## config.mk

```make
export PLATFORM = sky130hd
export DESIGN_NAME = uart_fifo_core
export DESIGN_NICKNAME = d
export VERILOG_FILES = /design/src/rtl/uart_pkg.sv /design/src/rtl/uart_sync_fifo.sv /design/src/rtl/uart_fifo_core.sv
export SDC_FILE = /design/constraint.sdc
export NUM_CORES = 1
export LEC_CHECK = 0
export ABC_AREA = 1
export CORE_MARGIN = 2
export CORE_UTILIZATION = 63
export DETAILED_ROUTE_END_ITERATION = 6
export DONT_BUFFER_PORTS = 1
export PLACE_DENSITY = 0.79
export SYNTH_ARGS = -nofsm -noshare
export SYNTH_HDL_FRONTEND = slang
export SYNTH_SLANG_ARGS = --single-unit
```

## constraint.sdc

```tcl
create_clock -name clk -period 2.9 [get_ports clk]
set_clock_uncertainty 0.1 [all_clocks]
set_input_delay 0.29 -clock clk [delete_from_list [all_inputs] [get_ports clk]]
set_output_delay 0.29 -clock clk [all_outputs]
set_load 0.02 [all_outputs]
```

## src/rtl/uart_pkg.sv

```systemverilog
// Shared types and defaults for the UART core with TX/RX FIFOs.
package uart_pkg;

    typedef enum logic [1:0] {
        PAR_NONE,
        PAR_EVEN,
        PAR_ODD
    } parity_e;

    typedef enum logic [2:0] {
        TX_IDLE,
        TX_START,
        TX_DATA,
        TX_PARITY,
        TX_STOP
    } tx_state_e;

    typedef enum logic [2:0] {
        RX_IDLE,
        RX_START,
        RX_DATA,
        RX_PARITY,
        RX_STOP
    } rx_state_e;

    localparam int unsigned DEFAULT_CLKS_PER_BIT = 868;

endpackage

```

## src/rtl/uart_sync_fifo.sv

```systemverilog
// Synchronous first-word fall-through FIFO; pushes when full and pops when empty are ignored.
module uart_sync_fifo #(
    parameter int unsigned WIDTH = 8,
    parameter int unsigned DEPTH = 4
) (
    input  logic                       clk,
    input  logic                       reset,
    input  logic                       push,
    input  logic [WIDTH-1:0]           push_data,
    input  logic                       pop,
    output logic [WIDTH-1:0]           head,
    output logic                       full,
    output logic                       empty,
    output logic [$clog2(DEPTH+1)-1:0] level
);

    localparam int unsigned PW = $clog2(DEPTH);
    localparam int unsigned LW = $clog2(DEPTH + 1);

    logic [WIDTH-1:0] mem [DEPTH];
    logic [PW-1:0]    wr_ptr;
    logic [PW-1:0]    rd_ptr;
    logic             do_push;
    logic             do_pop;

    assign full    = (level == LW'(DEPTH));
    assign empty   = (level == '0);
    assign do_push = push && !full;
    assign do_pop  = pop && !empty;
    assign head    = empty ? '0 : mem[rd_ptr];

    // DEPTH is a power of two, so pointers wrap by natural overflow.
    always_ff @(posedge clk or negedge reset) begin
        if (!reset) begin
            wr_ptr <= '0;
            rd_ptr <= '0;
            level  <= '0;
        end else begin
            if (do_push) wr_ptr <= wr_ptr + 1'b1;
            if (do_pop)  rd_ptr <= rd_ptr + 1'b1;
            if (do_push && !do_pop)
                level <= level + 1'b1;
            else if (do_pop && !do_push)
                level <= level - 1'b1;
        end
    end

    always_ff @(posedge clk) begin
        if (do_push) mem[wr_ptr] <= push_data;
    end

endmodule

```

## src/rtl/uart_fifo_core.sv

```systemverilog
// UART transmitter and receiver, each buffered by a small FIFO, with sticky line-error flags.
module uart_fifo_core
    import uart_pkg::*;
#(
    parameter int unsigned WIDTH        = 8,
    parameter int unsigned DEPTH        = 4,
    parameter int unsigned CLKS_PER_BIT = DEFAULT_CLKS_PER_BIT,
    parameter parity_e     PARITY       = PAR_NONE,
    parameter int unsigned STOP_BITS    = 1
) (
    input  logic                       clk,
    input  logic                       reset,
    input  logic [WIDTH-1:0]           tx_data,
    input  logic                       tx_valid,
    output logic                       tx_ready,
    output logic                       txd,
    input  logic                       rxd,
    output logic [WIDTH-1:0]           rx_data,
    output logic                       rx_valid,
    input  logic                       rx_ready,
    output logic [$clog2(DEPTH+1)-1:0] tx_level,
    output logic [$clog2(DEPTH+1)-1:0] rx_level,
    output logic                       parity_err,
    output logic                       frame_err,
    output logic                       overrun_err,
    input  logic                       err_clr
);

    localparam int unsigned CW       = $clog2(CLKS_PER_BIT);
    localparam logic [CW-1:0] CNT_LAST = CW'(CLKS_PER_BIT - 1);
    localparam logic [CW-1:0] CNT_HALF = CW'(CLKS_PER_BIT / 2 - 1);
    localparam logic          ODD      = (PARITY == PAR_ODD);

    logic [WIDTH-1:0] tx_head;
    logic             tx_full, tx_empty, tx_pop;
    logic             rx_full, rx_empty, rx_push;

    uart_sync_fifo #(.WIDTH(WIDTH), .DEPTH(DEPTH)) u_tx_fifo (
        .clk(clk), .reset(reset), .push(tx_valid), .push_data(tx_data), .pop(tx_pop),
        .head(tx_head), .full(tx_full), .empty(tx_empty), .level(tx_level)
    );

    assign tx_ready = !tx_full;

    tx_state_e        tx_state, tx_state_n;
    logic [CW-1:0]    tx_cnt, tx_cnt_n;
    logic [3:0]       tx_idx, tx_idx_n;
    logic [WIDTH-1:0] tx_shift, tx_shift_n;
    logic             tx_par, tx_par_n, txd_n, tx_load;

    always_ff @(posedge clk or negedge reset) begin
        if (!reset) begin
            tx_state <= TX_IDLE;
            tx_cnt   <= '0;
            tx_idx   <= '0;
            tx_shift <= '0;
            tx_par   <= 1'b0;
            txd      <= 1'b1;
        end else begin
            tx_state <= tx_state_n;
            tx_cnt   <= tx_cnt_n;
            tx_idx   <= tx_idx_n;
            tx_shift <= tx_shift_n;
            tx_par   <= tx_par_n;
            txd      <= txd_n;
        end
    end

    always_comb begin
        tx_state_n = tx_state;
        tx_cnt_n   = tx_cnt + 1'b1;
        tx_idx_n   = tx_idx;
        tx_shift_n = tx_shift;
        tx_par_n   = tx_par;
        tx_load    = 1'b0;
        case (tx_state)
            TX_IDLE: begin
                tx_cnt_n = '0;
                tx_load  = !tx_empty;
            end
            TX_START: if (tx_cnt == CNT_LAST) begin
                tx_cnt_n   = '0;
                tx_idx_n   = '0;
                tx_state_n = TX_DATA;
            end
            TX_DATA: if (tx_cnt == CNT_LAST) begin
                tx_cnt_n   = '0;
                tx_shift_n = tx_shift >> 1;
                if (tx_idx == 4'(WIDTH - 1)) begin
                    tx_idx_n   = '0;
                    tx_state_n = (PARITY == PAR_NONE) ? TX_STOP : TX_PARITY;
                end else begin
                    tx_idx_n = tx_idx + 1'b1;
                end
            end
            TX_PARITY: if (tx_cnt == CNT_LAST) begin
                tx_cnt_n   = '0;
                tx_idx_n   = '0;
                tx_state_n = TX_STOP;
            end
            TX_STOP: if (tx_cnt == CNT_LAST) begin
                tx_cnt_n = '0;
                if (tx_idx == 4'(STOP_BITS - 1)) begin
                    tx_state_n = TX_IDLE;
                    tx_load    = !tx_empty;
                end else begin
                    tx_idx_n = tx_idx + 1'b1;
                end
            end
            default: tx_state_n = TX_IDLE;
        endcase
        // Loading in the final stop cycle chains frames with no idle gap.
        if (tx_load) begin
            tx_state_n = TX_START;
            tx_cnt_n   = '0;
            tx_shift_n = tx_head;
            tx_par_n   = (^tx_head) ^ ODD;
        end
        tx_pop = tx_load;
        case (tx_state_n)
            TX_START:  txd_n = 1'b0;
            TX_DATA:   txd_n = tx_shift_n[0];
            TX_PARITY: txd_n = tx_par_n;
            default:   txd_n = 1'b1;
        endcase
    end

    logic [1:0]       rx_sync;
    logic             rx_prev, rxd_s, rx_fall;
    rx_state_e        rx_state, rx_state_n;
    logic [CW-1:0]    rx_cnt, rx_cnt_n;
    logic [3:0]       rx_idx, rx_idx_n;
    logic [WIDTH-1:0] rx_shift, rx_shift_n;
    logic             rx_par, rx_par_n, par_ev, frm_ev, ovr_ev;

    assign rxd_s   = rx_sync[1];
    assign rx_fall = rx_prev && !rxd_s;

    always_ff @(posedge clk or negedge reset) begin
        if (!reset) begin
            rx_sync     <= '1;
            rx_prev     <= 1'b1;
            rx_state    <= RX_IDLE;
            rx_cnt      <= '0;
            rx_idx      <= '0;
            rx_shift    <= '0;
            rx_par      <= 1'b0;
            parity_err  <= 1'b0;
            frame_err   <= 1'b0;
            overrun_err <= 1'b0;
        end else begin
            rx_sync  <= {rx_sync[0], rxd};
            rx_prev  <= rxd_s;
            rx_state <= rx_state_n;
            rx_cnt   <= rx_cnt_n;
            rx_idx   <= rx_idx_n;
            rx_shift <= rx_shift_n;
            rx_par   <= rx_par_n;
            if (par_ev)       parity_err  <= 1'b1;
            else if (err_clr) parity_err  <= 1'b0;
            if (frm_ev)       frame_err   <= 1'b1;
            else if (err_clr) frame_err   <= 1'b0;
            if (ovr_ev)       overrun_err <= 1'b1;
            else if (err_clr) overrun_err <= 1'b0;
        end
    end

    always_comb begin
        rx_state_n = rx_state;
        rx_cnt_n   = rx_cnt + 1'b1;
        rx_idx_n   = rx_idx;
        rx_shift_n = rx_shift;
        rx_par_n   = rx_par;
        rx_push    = 1'b0;
        par_ev     = 1'b0;
        frm_ev     = 1'b0;
        ovr_ev     = 1'b0;
        case (rx_state)
            RX_IDLE: begin
                rx_cnt_n = '0;
                if (rx_fall) rx_state_n = RX_START;
            end
            RX_START: if (rx_cnt == CNT_HALF) begin
                rx_cnt_n   = '0;
                rx_idx_n   = '0;
                rx_state_n = rxd_s ? RX_IDLE : RX_DATA;
            end
            RX_DATA: if (rx_cnt == CNT_LAST) begin
                rx_cnt_n   = '0;
                rx_shift_n = {rxd_s, rx_shift[WIDTH-1:1]};
                if (rx_idx == 4'(WIDTH - 1)) begin
                    rx_idx_n   = '0;
                    rx_state_n = (PARITY == PAR_NONE) ? RX_STOP : RX_PARITY;
                end else begin
                    rx_idx_n = rx_idx + 1'b1;
                end
            end
            RX_PARITY: if (rx_cnt == CNT_LAST) begin
                rx_cnt_n   = '0;
                rx_par_n   = rxd_s;
                rx_state_n = RX_STOP;
            end
            RX_STOP: if (rx_cnt == CNT_LAST) begin
                rx_cnt_n   = '0;
                rx_state_n = RX_IDLE;
                frm_ev     = !rxd_s;
                par_ev     = (PARITY != PAR_NONE) && (((^rx_shift) ^ rx_par) != ODD);
                rx_push    = !frm_ev && !par_ev;
                ovr_ev     = rx_push && rx_full;
            end
            default: rx_state_n = RX_IDLE;
        endcase
    end

    uart_sync_fifo #(.WIDTH(WIDTH), .DEPTH(DEPTH)) u_rx_fifo (
        .clk(clk), .reset(reset), .push(rx_push), .push_data(rx_shift), .pop(rx_ready),
        .head(rx_data), .full(rx_full), .empty(rx_empty), .level(rx_level)
    );

    assign rx_valid = !rx_empty;

endmodule

```

=== After elaboration in Yosys (flattened, before gate mapping) ===
Memories as Yosys holds them, arrays and structs flattened.
Cells that the tools add are included.

* Memories: 2
* Input bits: 14
* Bits in writable memories: 64
* Logic and storage cells: 163
* Output and inout port bits: 20
* Bits in registers: 71

{| class="wikitable"
|+ Memory list
! name !! depth !! width !! rd ports !! clocked after Yosys merged registers in !! wr ports !! line !! source
|-
| u_rx_fifo.mem || 4 || 8 || 1 || 0 || 1 || uart_sync_fifo.sv:20 || <nowiki>logic [WIDTH-1:0] mem [DEPTH];</nowiki>
|-
| u_tx_fifo.mem || 4 || 8 || 1 || 0 || 1 || uart_sync_fifo.sv:20 ||
|}

* Reduce and logical (&&, ||, !) cells: 41
* Multiplexer cells: 59
* Equal/unequal tests: 28
* Add/subtract/negate cells: 12

{| class="wikitable"
|+ Operators with widths
! kind !! count
|-
| 3-bit 2-to-1 mux || 17
|-
| 10-bit 2-to-1 mux || 4
|-
| 8-bit 2-to-1 mux || 5
|-
| 4-bit 2-to-1 mux || 8
|-
| 10-bit case mux with 3 select lines || 1
|-
| 3-bit case mux with 5 select lines || 2
|-
| 10-bit by 1-bit adder with 10-bit output (second input constant) || 2
|-
| 10-bit equality test (second input constant) || 2
|-
| 10-bit case mux with 2 select lines || 1
|-
| 3-bit by 2-bit equality test with 1-bit output (second input constant) || 6
|-
| 2-bit != test (second input constant) || 9
|-
| 1-bit 2-to-1 mux || 16
|-
| 2-bit nonzero test || 7
|-
| 3-bit equality test (second input constant) || 4
|-
| 3-bit zero test || 4
|-
| 4-bit case mux with 3 select lines || 1
|-
| 10-bit by 9-bit equality test with 1-bit output (second input constant) || 1
|-
| 1-bit logical AND || 10
|-
| 3-bit by 1-bit equality test with 1-bit output (second input constant) || 3
|-
| 1-bit zero test || 9
|-
| 2-bit by 1-bit adder with 2-bit output (second input constant) || 4
|-
| 4-bit by 1-bit adder with 4-bit output (second input constant) || 2
|-
| 4-bit by 3-bit equality test with 1-bit output (second input constant) || 2
|-
| 4-bit case mux with 2 select lines || 1
|-
| other kinds (16) || 19
|}

=== Longest topological paths before layout ===
* Word-level depth: 9
* Mapped depth: 16
* Depth with buffers taken out: 15

=== By module ===
Synthesis repeated with hierarchy kept, for this count alone.

* Cell total of the unflattened synthesis: 798
* Area total of the unflattened synthesis: 6927.9 sq um

{| class="wikitable"
|+ Modules (own cells, without submodules)
! module !! sequential area each (sq um) !! cells each !! instances !! area each (sq um)
|-
| uart_fifo_core || 1431.4 || 432 || 1 || 3254.4
|-
| uart_sync_fifo (u_tx_fifo) || 1136.1 || 183 || 1 || 1840.5
|-
| uart_sync_fifo (u_rx_fifo) || 1136.1 || 183 || 1 || 1833.0
|}

=== Worst setup path after synthesis ===
OpenSTA, ideal clock, no wires.

* Path kind: reg-to-reg
* Start point: reg tx_cnt[0]
* End point: reg u_tx_fifo.level[1]
* Setup slack: 0.331 ns
* Arrival time: 2.344 ns
* Period minus slack after synthesis: 2.569 ns
* Stages on the path, launching flop included: 12
* Path buffers: 1
* Setup time: 0.125 ns
* Cell sequence: dfrtp_1 ha_1 inv_1 nor3_2 nand3_2 o21ai_4 nand2_4 buf_6 ha_1 inv_1 fa_1 mux2_2

* Longest elaborated chain between the ends: 7
* Elaborated cells on any way between the ends: 9

{| class="wikitable"
|+ RTL lines
! element !! line !! source
|-
| from (decl) || uart_fifo_core.sv:46 || <nowiki>logic [CW-1:0] tx_cnt, tx_cnt_n;</nowiki>
|-
| from (signal assigned) || uart_fifo_core.sv:61 || <nowiki>tx_cnt <= tx_cnt_n;</nowiki>
|-
| 10-bit equality test (*) || uart_fifo_core.sv:101 || <nowiki>TX_STOP: if (tx_cnt == CNT_LAST) begin</nowiki>
|-
| 1-bit 2-to-1 mux (*) || uart_fifo_core.sv:101 ||
|-
| 1-bit case mux with 2 select lines (*) || uart_fifo_core.sv:76 || <nowiki>case (tx_state)</nowiki>
|-
| 1-bit logical AND (*) || uart_sync_fifo.sv:29 || <nowiki>assign do_pop = pop && !empty;</nowiki>
|-
| 1-bit zero test || uart_sync_fifo.sv:41 || <nowiki>if (do_push && !do_pop)</nowiki>
|-
| 1-bit logical AND || uart_sync_fifo.sv:41 ||
|-
| 3-bit 2-to-1 mux or 2-bit nonzero test (tied branches) || -- ||
|-
| to (signal assigned) || uart_sync_fifo.sv:42 || <nowiki>level <= level + 1'b1;</nowiki>
|-
| to (signal assigned) || uart_sync_fifo.sv:44 || <nowiki>level <= level - 1'b1;</nowiki>
|-
| to (decl) || uart_sync_fifo.sv:14 || <nowiki>output logic [$clog2(DEPTH+1)-1:0] level</nowiki>
|}

Every way passes the cells marked *; elsewhere a longest branch is shown, timed or not.
A chain may end at the register's enable or synchronous reset.

=== Final worst setup path ===
* Start point: reg rx_cnt[0]
* End point: reg u_rx_fifo.level[2]

* Longest elaborated chain between the ends: 7
* Elaborated cells on any way between the ends: 9

{| class="wikitable"
|+ RTL lines
! element !! line !! source
|-
| from (decl) || uart_fifo_core.sv:131 || <nowiki>logic [CW-1:0] rx_cnt, rx_cnt_n;</nowiki>
|-
| from (signal assigned) || uart_fifo_core.sv:155 || <nowiki>rx_cnt <= rx_cnt_n;</nowiki>
|-
| 10-bit equality test (*) || uart_fifo_core.sv:203 || <nowiki>RX_STOP: if (rx_cnt == CNT_LAST) begin</nowiki>
|-
| 1-bit 2-to-1 mux (*) || uart_fifo_core.sv:203 ||
|-
| 1-bit 2-to-1 mux (*) || uart_fifo_core.sv:178 || <nowiki>case (rx_state)</nowiki>
|-
| 1-bit logical AND (*) || uart_sync_fifo.sv:28 || <nowiki>assign do_push = push && !full;</nowiki>
|-
| net u_rx_fifo.do_push || uart_sync_fifo.sv:23 || <nowiki>logic do_push;</nowiki>
|-
| 1-bit zero test || uart_sync_fifo.sv:43 || <nowiki>else if (do_pop && !do_push)</nowiki>
|-
| 1-bit logical AND || uart_sync_fifo.sv:43 ||
|-
| 2-bit nonzero test (no line) || -- ||
|-
| to (signal assigned) || uart_sync_fifo.sv:42 ||
|-
| to (signal assigned) || uart_sync_fifo.sv:44 ||
|-
| to (decl) || uart_sync_fifo.sv:14 ||
|}

Mark *: on every way through the listed nets, which the timed path passes. The rest lies on a longest branch.

==> results.py <==
metrics = {
    "outcome": {
        "status": "complete, no violations",
    },
    "finish": {
        "area_growth_pct": 15.3,
        "nets": 742,
        "final_layout_size_suffix_gt1_frac": 0.112,
        "diodes": 0,
        "finalNonFillerCells": 856,
        "final_core_util": 0.755,
    },
    "drt": {
        "ant_nets": 0,
        "wirelength_microns": 12700,
        "avgViaCountPerCell": 5.48,
        "drc": 0,
        "wl_per_cell_microns": 14.9,
        "dr.pass1.iters": 5,
        "vias": 4690,
        "drt_iter0_drc": 303,
    },
    "setup_path": {
        "cp.required_ns": 3.20,
        "slowest_stage": "dfrtp_1",
        "worstSetupPathType": "register to register",
        "critPathLaunchType": "register",
        "cp-end-kind": "register",
        "path_max_fanout": 5,
        "max_stage_delay_ns": 0.39,
        "cp.arrival_ns": 2.94,
        "r2r_slack_ns": 0.26,
        "crit_top_cell": "inv_1",
        "cp_cell_sequence": "ha_1 > inv_1 > nor3_2 > nand4_2 > nor3_4 > inv_1 > nor2_4 > ha_1 > inv_1 > fa_1 > a21oi_1 > o21ai_0 > xor2_1",
    },
    "place": {
        "portBuffers": 0,
        "gp_congestion": 0.865,
        "dp_hpwl_microns": 8360,
        "place_inst": 810,
    },
    "synth": {
        "ys_warn_count": 0,
        "yosys_register_bits": 135,
        "synth_mux_area_frac": 0.00526,
        "yosysTopAreaCell": "edfxtp_1",
        "synth_area_per_cell_sq_um": 9.51,
        "yosysMostFrequentCell": "nand2_1",
        "synth_cells": 676,
        "yosys.area_share.simple": 0.221,
        "netlist.area_leader.share": 0.299,
        "netlist_top_cells_area": "edfxtp_1, dfrtp_1, nand2_1",
        "ys_seq_area_frac": 0.576,
        "synthFlopType": "dfrtp_1",
        "synth_compound_area_frac": 0.0798,
        "synth_edf_count": 64,
        "synth-adder-area-share": 0.0374,
        "synthArstFlopShare": 0.526,
        "synth_fp_nets": 708,
        "synth_top_family_by_area": "simple AND/OR/NAND/NOR gates",
        "yosys-top-cells-count": "nand2_1, nor2_1, inv_1, dfrtp_1, edfxtp_1",
        "syn_area_sq_um": 6430,
        "yosys.area_share.xor_xnor": 0.0204,
        "synth_cell_types": 48,
    },
    "floorplanning": {
        "row_count": 36,
        "die_area_sq_um": 11000,
        "dieWidth_microns": 105,
        "io_pins": 34,
        "die_h_microns": 105,
        "start_util": 0.654,
        "core-area_sq_um": 9820,
    },
    "clock_tree": {
        "postCtsSetupRepairBufs": 0,
        "tritoncts": "done",
        "numCtsBuffers": 17,
        "root_buffer": "clkbuf_8",
        "clockBufferDepth": 2,
        "cts_htree_levels": 4,
        "cts.sinks": 135,
        "clk_pin_slew_ns": 0.06,
        "clk_latency_ns": 0.53,
    },
    "sta": {
        "fin_crit_ns": 2.64,
        "worst_pin_slew_ns": 0.571,
        "holdWs_ns": 0.172,
        "setup_viol": 0,
        "setup_tns_ns": 0,
        "fin_crit_sh": 0.910,
        "clock.fmax_mhz": 379,
        "slew_headroom": 0.616,
        "drv_slew": 0,
        "rsz0062_at_grt": "false",
        "finalHoldViolCount": 0,
    },
    "global_route": {
        "grt_util_all_layers": 0.252,
        "grt-ovfl-total": 0,
        "first_global_vias": 4713,
        "grt_pass1_wl_microns": 21800,
        "grt_max_degree": 72,
        "antenna_found_initial": 0,
    },
    "flow_run": {
        "cap_violations": 0,
    },
    "min_path": {
        "hold_path_class": "input pin to asynchronous set/reset pin",
    },
    "power": {
        "ir_worst_vdd_mv": 0.527,
        "pwr_density_cell_nw_per_um2": 805,
        "leakagePower_nw": 3.27,
    },
}
==> final timing paths <==
path                                                       end            startpoint  cells after the start
min in group clk                          rx_sync[0]$_DFF_PN1_                   rxd                      1
worst min-delay path                     tx_idx[2]$_DFFE_PN0P_                 reset                      2
max in group asynchronous                        txd$_DFF_PN1_                 reset                      2
worst max-delay path            u_rx_fifo.level[2]$_DFFE_PN0P_   rx_cnt[0]$_DFF_PN0_                     13
worst max register to register  u_rx_fifo.level[2]$_DFFE_PN0P_   rx_cnt[0]$_DFF_PN0_                     13
worst min register to register            rx_sync[1]$_DFF_PN1_  rx_sync[0]$_DFF_PN1_                      0
==> layout by cell type (no fill, tap or decap), types with 6 or more instances in the layout <==
master,Yosys,layout
a21oi_1,22,22
clkbuf_16,0,17
nand2_1,170,170
nand3_1,41,41
ha_1,16,16
edfxtp_1,64,64
xor2_1,11,11
nor2_1,82,82
nor3_1,7,6
o211ai_2,6,6
buf_4,4,13
inv_1,77,77
o21ai_0,42,42
dfrtp_1,67,67
dlygate4sd3_1,0,13
==> repair_timing <==
action	4_1_cts	5_1_grt
hold buffers	14	0
endpoints found under the setup margin	0	2
hold endpoints to repair	109	0
gates resized for setup	0	3
==> cells by family (layout without fill, tap and decap cells) <==
| kind of cell | after synthesis | count (layout) |
|---|---|---|
| and+or+nand+nor | 329 | 329 |
| buffers and inverters | 92 | 139 |
| adders and majority gates | 18 | 18 |
| AOI/OAI and AO/OA | 83 | 83 |
| muxes | 3 | 3 |
| xor gates and xnor gates | 15 | 15 |
| DFF | 135 | 135 |
| other | 1 | 1 |
==> report_power, final <==
| part | internal [mW] | switching [mW] | leakage (nW) |
|---|---|---|---|
| combinational | 0.390 | 0.833 | 1.54 |
| clock | 1.49 | 0.753 | 0.309 |
| sequential | 2.23 | 0.272 | 1.42 |
==> critical path: cells and delay by family (launching register included) <==
kind	cells	cell delay (ns)
AOI/OAI and AO/OA	2	0.25
buffers and inverters	3	0.25
xor gates and xnor gates	1	0.16
adders and majority gates	3	0.76
and+or+nand+nor	4	0.61
DFF	1	0.39
==> metrics by stage <==
| stage | area, sq um | power, mW | setup slack [ns] |
|---|---|---|---|
| 5_1_grt | 7410 | 6.26 | 0.00690 |
| 3_5_place_dp | 6610 | 3.69 | 0.145 |
| 4_1_cts | 7390 | 5.99 | 0.0964 |
| 2_1_floorplan | 6430 | 3.39 | 0.331 |
| 6_report | 7410 | 5.97 | 0.262 |
| 3_3_place_gp | 6610 | 3.61 | 0.300 |
==> area by class of cell <==
cell class                      instances  area, sq um
Clock buffer                           24          482
Fill cell                             659         2410
Sequential cell                       135         3700
Inverter                               80          303
Tap cell                              133          166
Clock inverter                          8          141
Timing Repair Buffer                   27          255
Multi-Input combinational cell        449         2360
==> layer usage <==
| layer | part of all wire | global-route usage |
|---|---|---|
| met1 | 0.39 | 0.300 |
| met2 | 0.54 | 0.431 |
| met3 | 0.046 | 0.0630 |
| met4 | 0.027 | 0.115 |
| met5 | 0 | 0 |
==> state kept, by name, indices dropped and copies added, names as in the netlist, 4 cells and up <==
signal,count
u_rx_fifo.mem,32
u_tx_fifo.mem,32
rx_cnt,10
tx_cnt,10
rx_shift,8
tx_shift,8
rx_idx,4
tx_idx,4
Note: power is estimated with default switching activity, not from simulation.
